File: config.mk
export PLATFORM = sky130hd
export DESIGN_NAME = imem_port_arb_flat
export DESIGN_NICKNAME = d
export VERILOG_FILES = /design/src/rtl/imem_port_arb_if.sv /design/src/rtl/imem_port_arb.sv /design/src/flat_wrapper.sv
export SDC_FILE = /design/constraint.sdc
export NUM_CORES = 1
export LEC_CHECK = 0
export CORE_MARGIN = 2
export CORE_UTILIZATION = 35
export DETAILED_ROUTE_END_ITERATION = 10
export GPL_TIMING_DRIVEN = 0
export PLACE_DENSITY = 0.74
export SLEW_MARGIN = 40
export SYNTH_ARGS = -nofsm -noshare
export SYNTH_HDL_FRONTEND = slang
export SYNTH_SLANG_ARGS = --single-unit
File: constraint.sdc
create_clock -name clk -period 3.8 [get_ports clk]
set_clock_uncertainty 0.05 [all_clocks]
set_input_delay 0.76 -clock clk [delete_from_list [all_inputs] [get_ports clk]]
set_output_delay 0.76 -clock clk [all_outputs]
set_load 0.005 [all_outputs]
File: src/rtl/imem_port_arb_if.sv
// Requester-side bundle of the instruction-memory read port arbiter:
// per-requester request/address in, grant/response/starvation flags out.
interface imem_port_arb_if #(
  parameter int IMEM_W = 13
);
  logic [2:0]        req;
  logic [IMEM_W-1:0] addr0;
  logic [IMEM_W-1:0] addr1;
  logic [IMEM_W-1:0] addr2;
  logic [2:0]        gnt;
  logic [2:0]        rvalid;
  logic [31:0]       rdata;
  logic [2:0]        starved;

  modport master (
    output req, addr0, addr1, addr2,
    input  gnt, rvalid, rdata, starved
  );

  modport slave (
    input  req, addr0, addr1, addr2,
    output gnt, rvalid, rdata, starved
  );
endinterface

File: src/rtl/imem_port_arb.sv
// Three-way arbiter for the instruction memory read port: fixed priority with aging.
// Optional grant statistics counters are enabled by defining IMEM_ARB_STATS_EN.
module imem_port_arb #(
  parameter int IMEM_W       = 13,
  parameter int STARVE_LIMIT = 4,
  parameter int CNT_W        = 16
) (
  input  logic              clk,
  input  logic              rst_n,
  imem_port_arb_if.slave    bus,
  output logic [IMEM_W-1:0] mem_raddr,
  input  logic [31:0]       mem_rdata
`ifdef IMEM_ARB_STATS_EN
  ,
  output logic [CNT_W-1:0]  gnt_cnt0,
  output logic [CNT_W-1:0]  gnt_cnt1,
  output logic [CNT_W-1:0]  gnt_cnt2,
  output logic [CNT_W-1:0]  starve_cnt
`endif
);

  if (STARVE_LIMIT < 1 || STARVE_LIMIT > 15 || CNT_W < 1) begin : g_bad_param
    $error("imem_port_arb: STARVE_LIMIT must be 1..15 and CNT_W >= 1");
  end

  localparam logic [3:0]        LIMIT    = 4'(STARVE_LIMIT);
  localparam logic [IMEM_W-1:0] WORD_MSK = ~IMEM_W'(3);

  logic [3:0]        r_wait1;
  logic [3:0]        r_wait2;
  logic              r_last_p1;
  logic [2:0]        r_rvalid;
  logic [31:0]       r_rdata;

  logic              w_p1;
  logic              w_p2;
  logic              w_promo;
  logic [2:0]        w_gnt;
  logic [IMEM_W-1:0] w_addr;

  function automatic logic [3:0] next_wait(input logic [3:0] cur, input logic rq,
                                           input logic g);
    if (!rq || g)        return '0;
    else if (cur == '1)  return cur;
    else                 return cur + 4'd1;
  endfunction

  always_comb begin
    w_p1    = (r_wait1 >= LIMIT) && bus.req[1];
    w_p2    = (r_wait2 >= LIMIT) && bus.req[2];
    w_promo = 1'b0;
    w_gnt   = '0;
    if (!rst_n) begin
      w_gnt = '0;
    end else if (w_p1 && w_p2) begin
      // Both aged out: alternate, using who took the last promoted grant.
      w_promo = 1'b1;
      w_gnt   = r_last_p1 ? 3'b100 : 3'b010;
    end else if (w_p1) begin
      w_promo = 1'b1;
      w_gnt   = 3'b010;
    end else if (w_p2) begin
      w_promo = 1'b1;
      w_gnt   = 3'b100;
    end else if (bus.req[0]) begin
      w_gnt = 3'b001;
    end else if (bus.req[1]) begin
      w_gnt = 3'b010;
    end else if (bus.req[2]) begin
      w_gnt = 3'b100;
    end
  end

  always_comb begin
    w_addr = '0;
    unique case (w_gnt)
      3'b001:  w_addr = bus.addr0;
      3'b010:  w_addr = bus.addr1;
      3'b100:  w_addr = bus.addr2;
      default: w_addr = '0;
    endcase
  end

  assign mem_raddr   = w_addr & WORD_MSK;
  assign bus.gnt     = w_gnt;
  assign bus.rvalid  = r_rvalid;
  assign bus.rdata   = r_rdata;
  assign bus.starved = {w_p2, w_p1, 1'b0};

  always_ff @(posedge clk) begin
    if (!rst_n) begin
      r_wait1   <= '0;
      r_wait2   <= '0;
      r_last_p1 <= 1'b0;
      r_rvalid  <= '0;
      r_rdata   <= '0;
    end else begin
      r_rvalid <= w_gnt;
      if (|w_gnt) r_rdata <= mem_rdata;
      r_wait1 <= next_wait(r_wait1, bus.req[1], w_gnt[1]);
      r_wait2 <= next_wait(r_wait2, bus.req[2], w_gnt[2]);
      if (w_promo) r_last_p1 <= w_gnt[1];
    end
  end

`ifdef IMEM_ARB_STATS_EN
  logic [CNT_W-1:0] r_gnt_cnt0;
  logic [CNT_W-1:0] r_gnt_cnt1;
  logic [CNT_W-1:0] r_gnt_cnt2;
  logic [CNT_W-1:0] r_starve_cnt;

  function automatic logic [CNT_W-1:0] sat_inc(input logic [CNT_W-1:0] cur, input logic en);
    if (en && (cur != '1)) return cur + CNT_W'(1);
    else                   return cur;
  endfunction

  always_ff @(posedge clk) begin
    if (!rst_n) begin
      r_gnt_cnt0   <= '0;
      r_gnt_cnt1   <= '0;
      r_gnt_cnt2   <= '0;
      r_starve_cnt <= '0;
    end else begin
      r_gnt_cnt0   <= sat_inc(r_gnt_cnt0, w_gnt[0]);
      r_gnt_cnt1   <= sat_inc(r_gnt_cnt1, w_gnt[1]);
      r_gnt_cnt2   <= sat_inc(r_gnt_cnt2, w_gnt[2]);
      r_starve_cnt <= sat_inc(r_starve_cnt, w_promo);
    end
  end

  assign gnt_cnt0   = r_gnt_cnt0;
  assign gnt_cnt1   = r_gnt_cnt1;
  assign gnt_cnt2   = r_gnt_cnt2;
  assign starve_cnt = r_starve_cnt;
`endif

endmodule

File: src/flat_wrapper.sv
// flat-port wrapper written by rule: the top's interface ports become plain ports
module imem_port_arb_flat 
#(
  parameter int IMEM_W       = 13,
  parameter int STARVE_LIMIT = 4,
  parameter int CNT_W        = 16
)
  (clk, rst_n, mem_raddr, mem_rdata, bus_req, bus_addr0, bus_addr1, bus_addr2, bus_gnt, bus_rvalid, bus_rdata, bus_starved);
  imem_port_arb_if #(.IMEM_W(IMEM_W)) bus_i ();
  input  logic clk;
  input  logic rst_n;
  output logic [IMEM_W-1:0] mem_raddr;
  input  logic [31:0] mem_rdata;
  input wire logic [$bits(bus_i.req)-1:0] bus_req;
  input wire logic [$bits(bus_i.addr0)-1:0] bus_addr0;
  input wire logic [$bits(bus_i.addr1)-1:0] bus_addr1;
  input wire logic [$bits(bus_i.addr2)-1:0] bus_addr2;
  output wire logic [$bits(bus_i.gnt)-1:0] bus_gnt;
  output wire logic [$bits(bus_i.rvalid)-1:0] bus_rvalid;
  output wire logic [$bits(bus_i.rdata)-1:0] bus_rdata;
  output wire logic [$bits(bus_i.starved)-1:0] bus_starved;
  assign bus_i.req = bus_req;
  assign bus_i.addr0 = bus_addr0;
  assign bus_i.addr1 = bus_addr1;
  assign bus_i.addr2 = bus_addr2;
  assign bus_gnt = bus_i.gnt;
  assign bus_rvalid = bus_i.rvalid;
  assign bus_rdata = bus_i.rdata;
  assign bus_starved = bus_i.starved;
  imem_port_arb #(.IMEM_W(IMEM_W), .STARVE_LIMIT(STARVE_LIMIT), .CNT_W(CNT_W)) u_core (.clk(clk), .rst_n(rst_n), .bus(bus_i), .mem_raddr(mem_raddr), .mem_rdata(mem_rdata));
endmodule
### Yosys cells after proc, flatten, opt, wreduce, memory -nomap -nowiden

Index checks and enable logic that the tools add are counted.

| cells by class | value |
|---|---|
| add/subtract/negate cells | 2 |
| $lt $le $gt $ge | 2 |
| eq/ne operators | 5 |
| mux-type cells | 13 |
| bitwise operators | 1 |
| reduce and logical (&&, ||, !) cells | 10 |

Operator list:

| kind | number |
|---|---|
| $pmux 13 s3 | 1 |
| $mux 3 | 8 |
| $add 4x1->4 const B | 2 |
| $eq 4x4->1 const B | 2 |
| $ge 4x3->1 const B | 2 |
| $mux 1 | 4 |
| $reduce_or 2->1 | 2 |
| $eq 3x1->1 const B | 1 |
| $eq 3x2->1 const B | 1 |
| $eq 3x3->1 const B | 1 |
| $logic_and 1x1->1 | 3 |
| $reduce_or 3->1 | 1 |
| $logic_not 1->1 | 2 |
| $logic_or 1x1->1 | 2 |
| $not 1->1 | 1 |

| word-level totals | value |
|---|---|
| register bits | 44 |
| input bits | 76 |
| output and inout port bits | 54 |
| logic and storage cells | 38 |

### Depth between registers and ports, before layout

| depth | value |
|---|---|
| word-level depth | 9 |
| mapped depth | 5 |
| gate-level depth less buffers | 4 |

### Least setup slack after synthesis

No wires, ideal clock.

| path | value |
|---|---|
| path type | input to output |
| from | input bus_req[1] |
| to | output mem_raddr[6] |
| data arrival time | 1.458 ns |
| setup slack | 1.532 ns |
| cell stages on the path | 4 |
| cell sequence | nor2_1 > clkbuf_1 > o221ai_1 > o211ai_1 |

| on the way | value |
|---|---|
| cells in the longest elaborated chain, start to end | 8 |
| elaborated cells on any way between the ends | 12 |

RTL lines:

| item | RTL line | source |
|---|---|---|
| start: declaration | flat_wrapper.sv:14 | `input wire logic [$bits(bus_i.req)-1:0] bus_req;` |
| $mux 3 | imem_port_arb.sv:67 | `end else if (bus.req[1]) begin` |
| $mux 3 | imem_port_arb.sv:65 | `end else if (bus.req[0]) begin` |
| $mux 3 | imem_port_arb.sv:62 | `end else if (w_p2) begin` |
| $mux 3 | imem_port_arb.sv:59 | `end else if (w_p1) begin` |
| $mux 3 * | imem_port_arb.sv:55 | `end else if (w_p1 && w_p2) begin` |
| $mux 3 * | imem_port_arb.sv:53 | `if (!rst_n) begin` |
| $eq 3x3->1 (tied with other cells) | imem_port_arb.sv:76 | `unique case (w_gnt)` |
| $pmux 13 s3 * | imem_port_arb.sv:76 |  |
| end: declaration | flat_wrapper.sv:12 | `output logic [IMEM_W-1:0] mem_raddr;` |

Mark *: on every way between the ends. The rest lies on a longest branch, timed or not.

### Final worst setup path

| path | value |
|---|---|
| from | input bus_req[1] |
| to | output mem_raddr[9] |

The elaborated chain is that of the path after synthesis.

==> flow_metrics.env <==
export IMPL_status="finished with violations"
export IMPL_violations="design-rule violations"
export IMPL_antennaDiodeCount=0
export IMPL_cts_sinks=44
export IMPL_ys_warn_count=0
export IMPL_port_buffers=120
export IMPL_syn_instance_count=287
export IMPL_drive_gt1_frac=0.106
export IMPL_fin_crit_ns=3.62
export IMPL_cts_buffers=5
export IMPL_avgRoutedWirePerCell_um=13.6
export IMPL_yosysTopAreaCell="dfxtp_1"
export IMPL_max_stage_delay_ns=0.61
export IMPL_grt_pass1_vias=2296
export IMPL_place_hpwl_um=5240
export IMPL_worstPathCellList="clkdlybuf4s50_1, and2_1, clkbuf_1, nand2_1, o211ai_2, clkdlybuf4s50_1"
export IMPL_syn_avg_cell_area_um2=8.14
export IMPL_required_ns=2.99
export IMPL_area_growth_pct=61.1
export IMPL_min_path_cells=2
export IMPL_r2r_slack_ns=2.44
export IMPL_multiInputGateArea_um2=1300
export IMPL_die_h_um=85.7
export IMPL_yosysSeqAreaShare=0.377
export IMPL_htree_levels=2
export IMPL_clk_pin_slew_ns=0.09
export IMPL_peakVddDrop_mv=0.132
export IMPL_core_um2=6420
export IMPL_initial_core_util=0.364
export IMPL_drc=9
export IMPL_nFillCells=568
export IMPL_hold_class="reg -> reg"
export IMPL_io_pins=130
export IMPL_p_leak_nw=1.56
export IMPL_synth_top_area_share=0.377
export IMPL_clock_fmax_mhz=276
export IMPL_grt_overflow_total=0
export IMPL_die_w_um=85.7
export IMPL_first_pass_iters=8
export IMPL_seqCellArea_um2=881
export IMPL_finalSetupViolations=0
export IMPL_timing_max_cap_violations=0
export IMPL_grt_max_degree=15
export IMPL_crit_arrival_ns=2.81
export IMPL_ant_nets=0
export IMPL_r2r_end="u_core.bus.rvalid[0]$_SDFF_PN0_"
export IMPL_hold_end="u_core.bus.rdata[12]$_SDFFE_PN0P_"
export IMPL_worst_setup_path_type="in -> out"
export IMPL_cts_root_buf="clkbuf_8"
export IMPL_drt_iter0_drc=84
export IMPL_via_count=2450
export IMPL_cts_tree="yes"
export IMPL_clock_latency_ns=0.29
export IMPL_finalWeightedCongestion=0.778
export IMPL_ctsLongestPathBuffers=2
export IMPL_ys_ff_latch=44
export IMPL_slew_viol_final=0
export IMPL_rr_startpoint="u_core.r_wait1[2]$_SDFFE_PP0P_"
export IMPL_vias_per_cell=4.96
export IMPL_slowest_stage="clkdlybuf4s50_1"
export IMPL_crit_top_cell="clkdlybuf4s50_1"
export IMPL_cts_setup_buffers=0
export IMPL_rsz0062_at_grt="no"
export IMPL_crit_path_max_fanout=10
export IMPL_dieArea_um2=7350
export IMPL_hold_viol=0
export IMPL_syn_area_um2=2340
export IMPL_grt_pass1_wl_um=10500
export IMPL_r2r_worst_path_cells=5
export IMPL_nets=494
export IMPL_synth_distinct_cells=36
export IMPL_crit_path_start_kind="input pin"
export IMPL_synthTopCellsByArea="dfxtp_1, nand2_1, a21boi_1"
export IMPL_finalCritPeriodShare=0.952
export IMPL_endpoint_kind="output pin"
export IMPL_setup_ws_ns=0.181
export IMPL_wl_um=6700
export IMPL_rows=29
export IMPL_grt_usage=0.175
export IMPL_antenna_found_initial=0
export IMPL_tns_ns=0
export IMPL_worstHoldStart="u_core.bus.rdata[12]$_SDFFE_PN0P_"
export IMPL_dp_slack_ns=0.112
export IMPL_powerDensity_nw_per_um2=296
## per-stage QoR
step	hold WS (ns)	instances	util	area [um^2]	total power [mW]
finish	0.401	494	0.586	3760	1.11
global route	0.423	494	0.586	3760	1.16
CTS	0.404	494	0.586	3760	1.13
detailed placement	0.392	486	0.567	3640	0.746
global placement	0.386	486	0.567	3640	0.743
floorplan	0.397	289	-	2340	0.590
## cell usage in the layout (no fill, tap or decap), types with 3 or more instances in the layout
cell type	synthesis	layout
buf_2	11	11
o211ai_1	3	3
o221ai_1	11	11
and3_1	22	22
nor3_2	4	4
nand3_1	16	16
dfxtp_1	44	44
clkdlybuf4s50_1	0	120
nand2_1	77	77
clkbuf_8	0	6
conb_1	1	3
nor2_1	6	6
buf_4	5	5
clkbuf_1	12	11
o211ai_2	8	8
mux2i_1	3	3
a21boi_1	32	32
nor3_1	4	4
## where the power goes
part,switching (mW),leakage (nW),total [mW],internal [mW]
Combinational,0.0843,1.13,0.238,0.154
Clock,0.164,0.0614,0.379,0.215
Sequential,0.0112,0.364,0.496,0.484
Total,0.259,1.56,1.11,0.854
## synthesized netlist by cell type (all sizes together)
| cell | count |
|---|---|
| nor3 | 8 |
| or3 | 1 |
| o211a | 1 |
| a2111oi | 1 |
| nand3 | 16 |
| o22ai | 1 |
| o211ai | 11 |
| dfxtp | 44 |
| a31oi | 1 |
| xnor2 | 2 |
| conb | 1 |
| nand3b | 2 |
| o22a | 2 |
| mux2i | 3 |
| o221ai | 11 |
| nor2b | 2 |
| nand2 | 77 |
| clkbuf | 12 |
| nor2 | 6 |
| nor4 | 1 |
| nor3b | 1 |
| o21ai | 4 |
| or2 | 1 |
| buf | 17 |
| and3 | 22 |
| ha | 2 |
| inv | 3 |
| a21boi | 32 |
| and2 | 2 |
## worst max-delay path by stage
stage	to	startpoint	cells past startpoint
final	mem_raddr[9]	bus_req[1]	6
after detailed placement	bus_gnt[0]	rst_n	6
after global placement	bus_gnt[0]	rst_n	6
after floorplan	mem_raddr[6]	bus_req[1]	4
after global routing	mem_raddr[9]	bus_req[1]	6
after CTS	bus_gnt[0]	rst_n	6
## final cells by class
class | count | area share
flip-flops and latches | 44 | 0.234
inverters | 3 | 0.00299
plain buffers | 29 | 0.0399
clock inverters | 2 | 0.0103
clock buffers | 6 | 0.0219
well taps | 77 | 0.0256
repair buffers | 120 | 0.319
multi-input cells | 213 | 0.346
## registers in the layout, summed over array words and instances, names as in the netlist
| register | count |
|---|---|
| u_core.bus.rdata | 32 |
| u_core.bus.rvalid | 3 |
| u_core.r_wait2 | 4 |
| u_core.r_last_p1 | 1 |
| u_core.r_wait1 | 4 |
## repair_timing
item,in CTS,in global routing
hold buffers,0,0
resized for setup,0,2
endpoints found under the setup margin,0,1
## worst max-delay path: cells and delay by family
family,cells,cell delay [ns]
AOI/OAI and AO/OA,1,0.17
buffers and inverters,3,1.51
and+or+nand+nor,2,0.36
## cell families (layout without fill, tap and decap cells)
kind of cell,Yosys count,after routing,share of synthesized area
other,1,3,0.00160
and+or+nand+nor,139,139,0.281
buffers and inverters,32,160,0.0685
muxes,3,3,0.0128
DFF,44,44,0.377
AOI/OAI and AO/OA,64,64,0.241
xor gates and xnor gates,2,2,0.00750
adders and majority gates,2,2,0.0107
## per-layer routing
metal	track usage	vias to the layer above	share of wire
met3	0.0558	9	0.097
met4	0.0476	0	0.015
met5	0	-	0
met1	0.217	1093	0.44
met2	0.292	101	0.45
li1	-	1247	-
No activity file was read; power rests on OpenSTA's default activity.
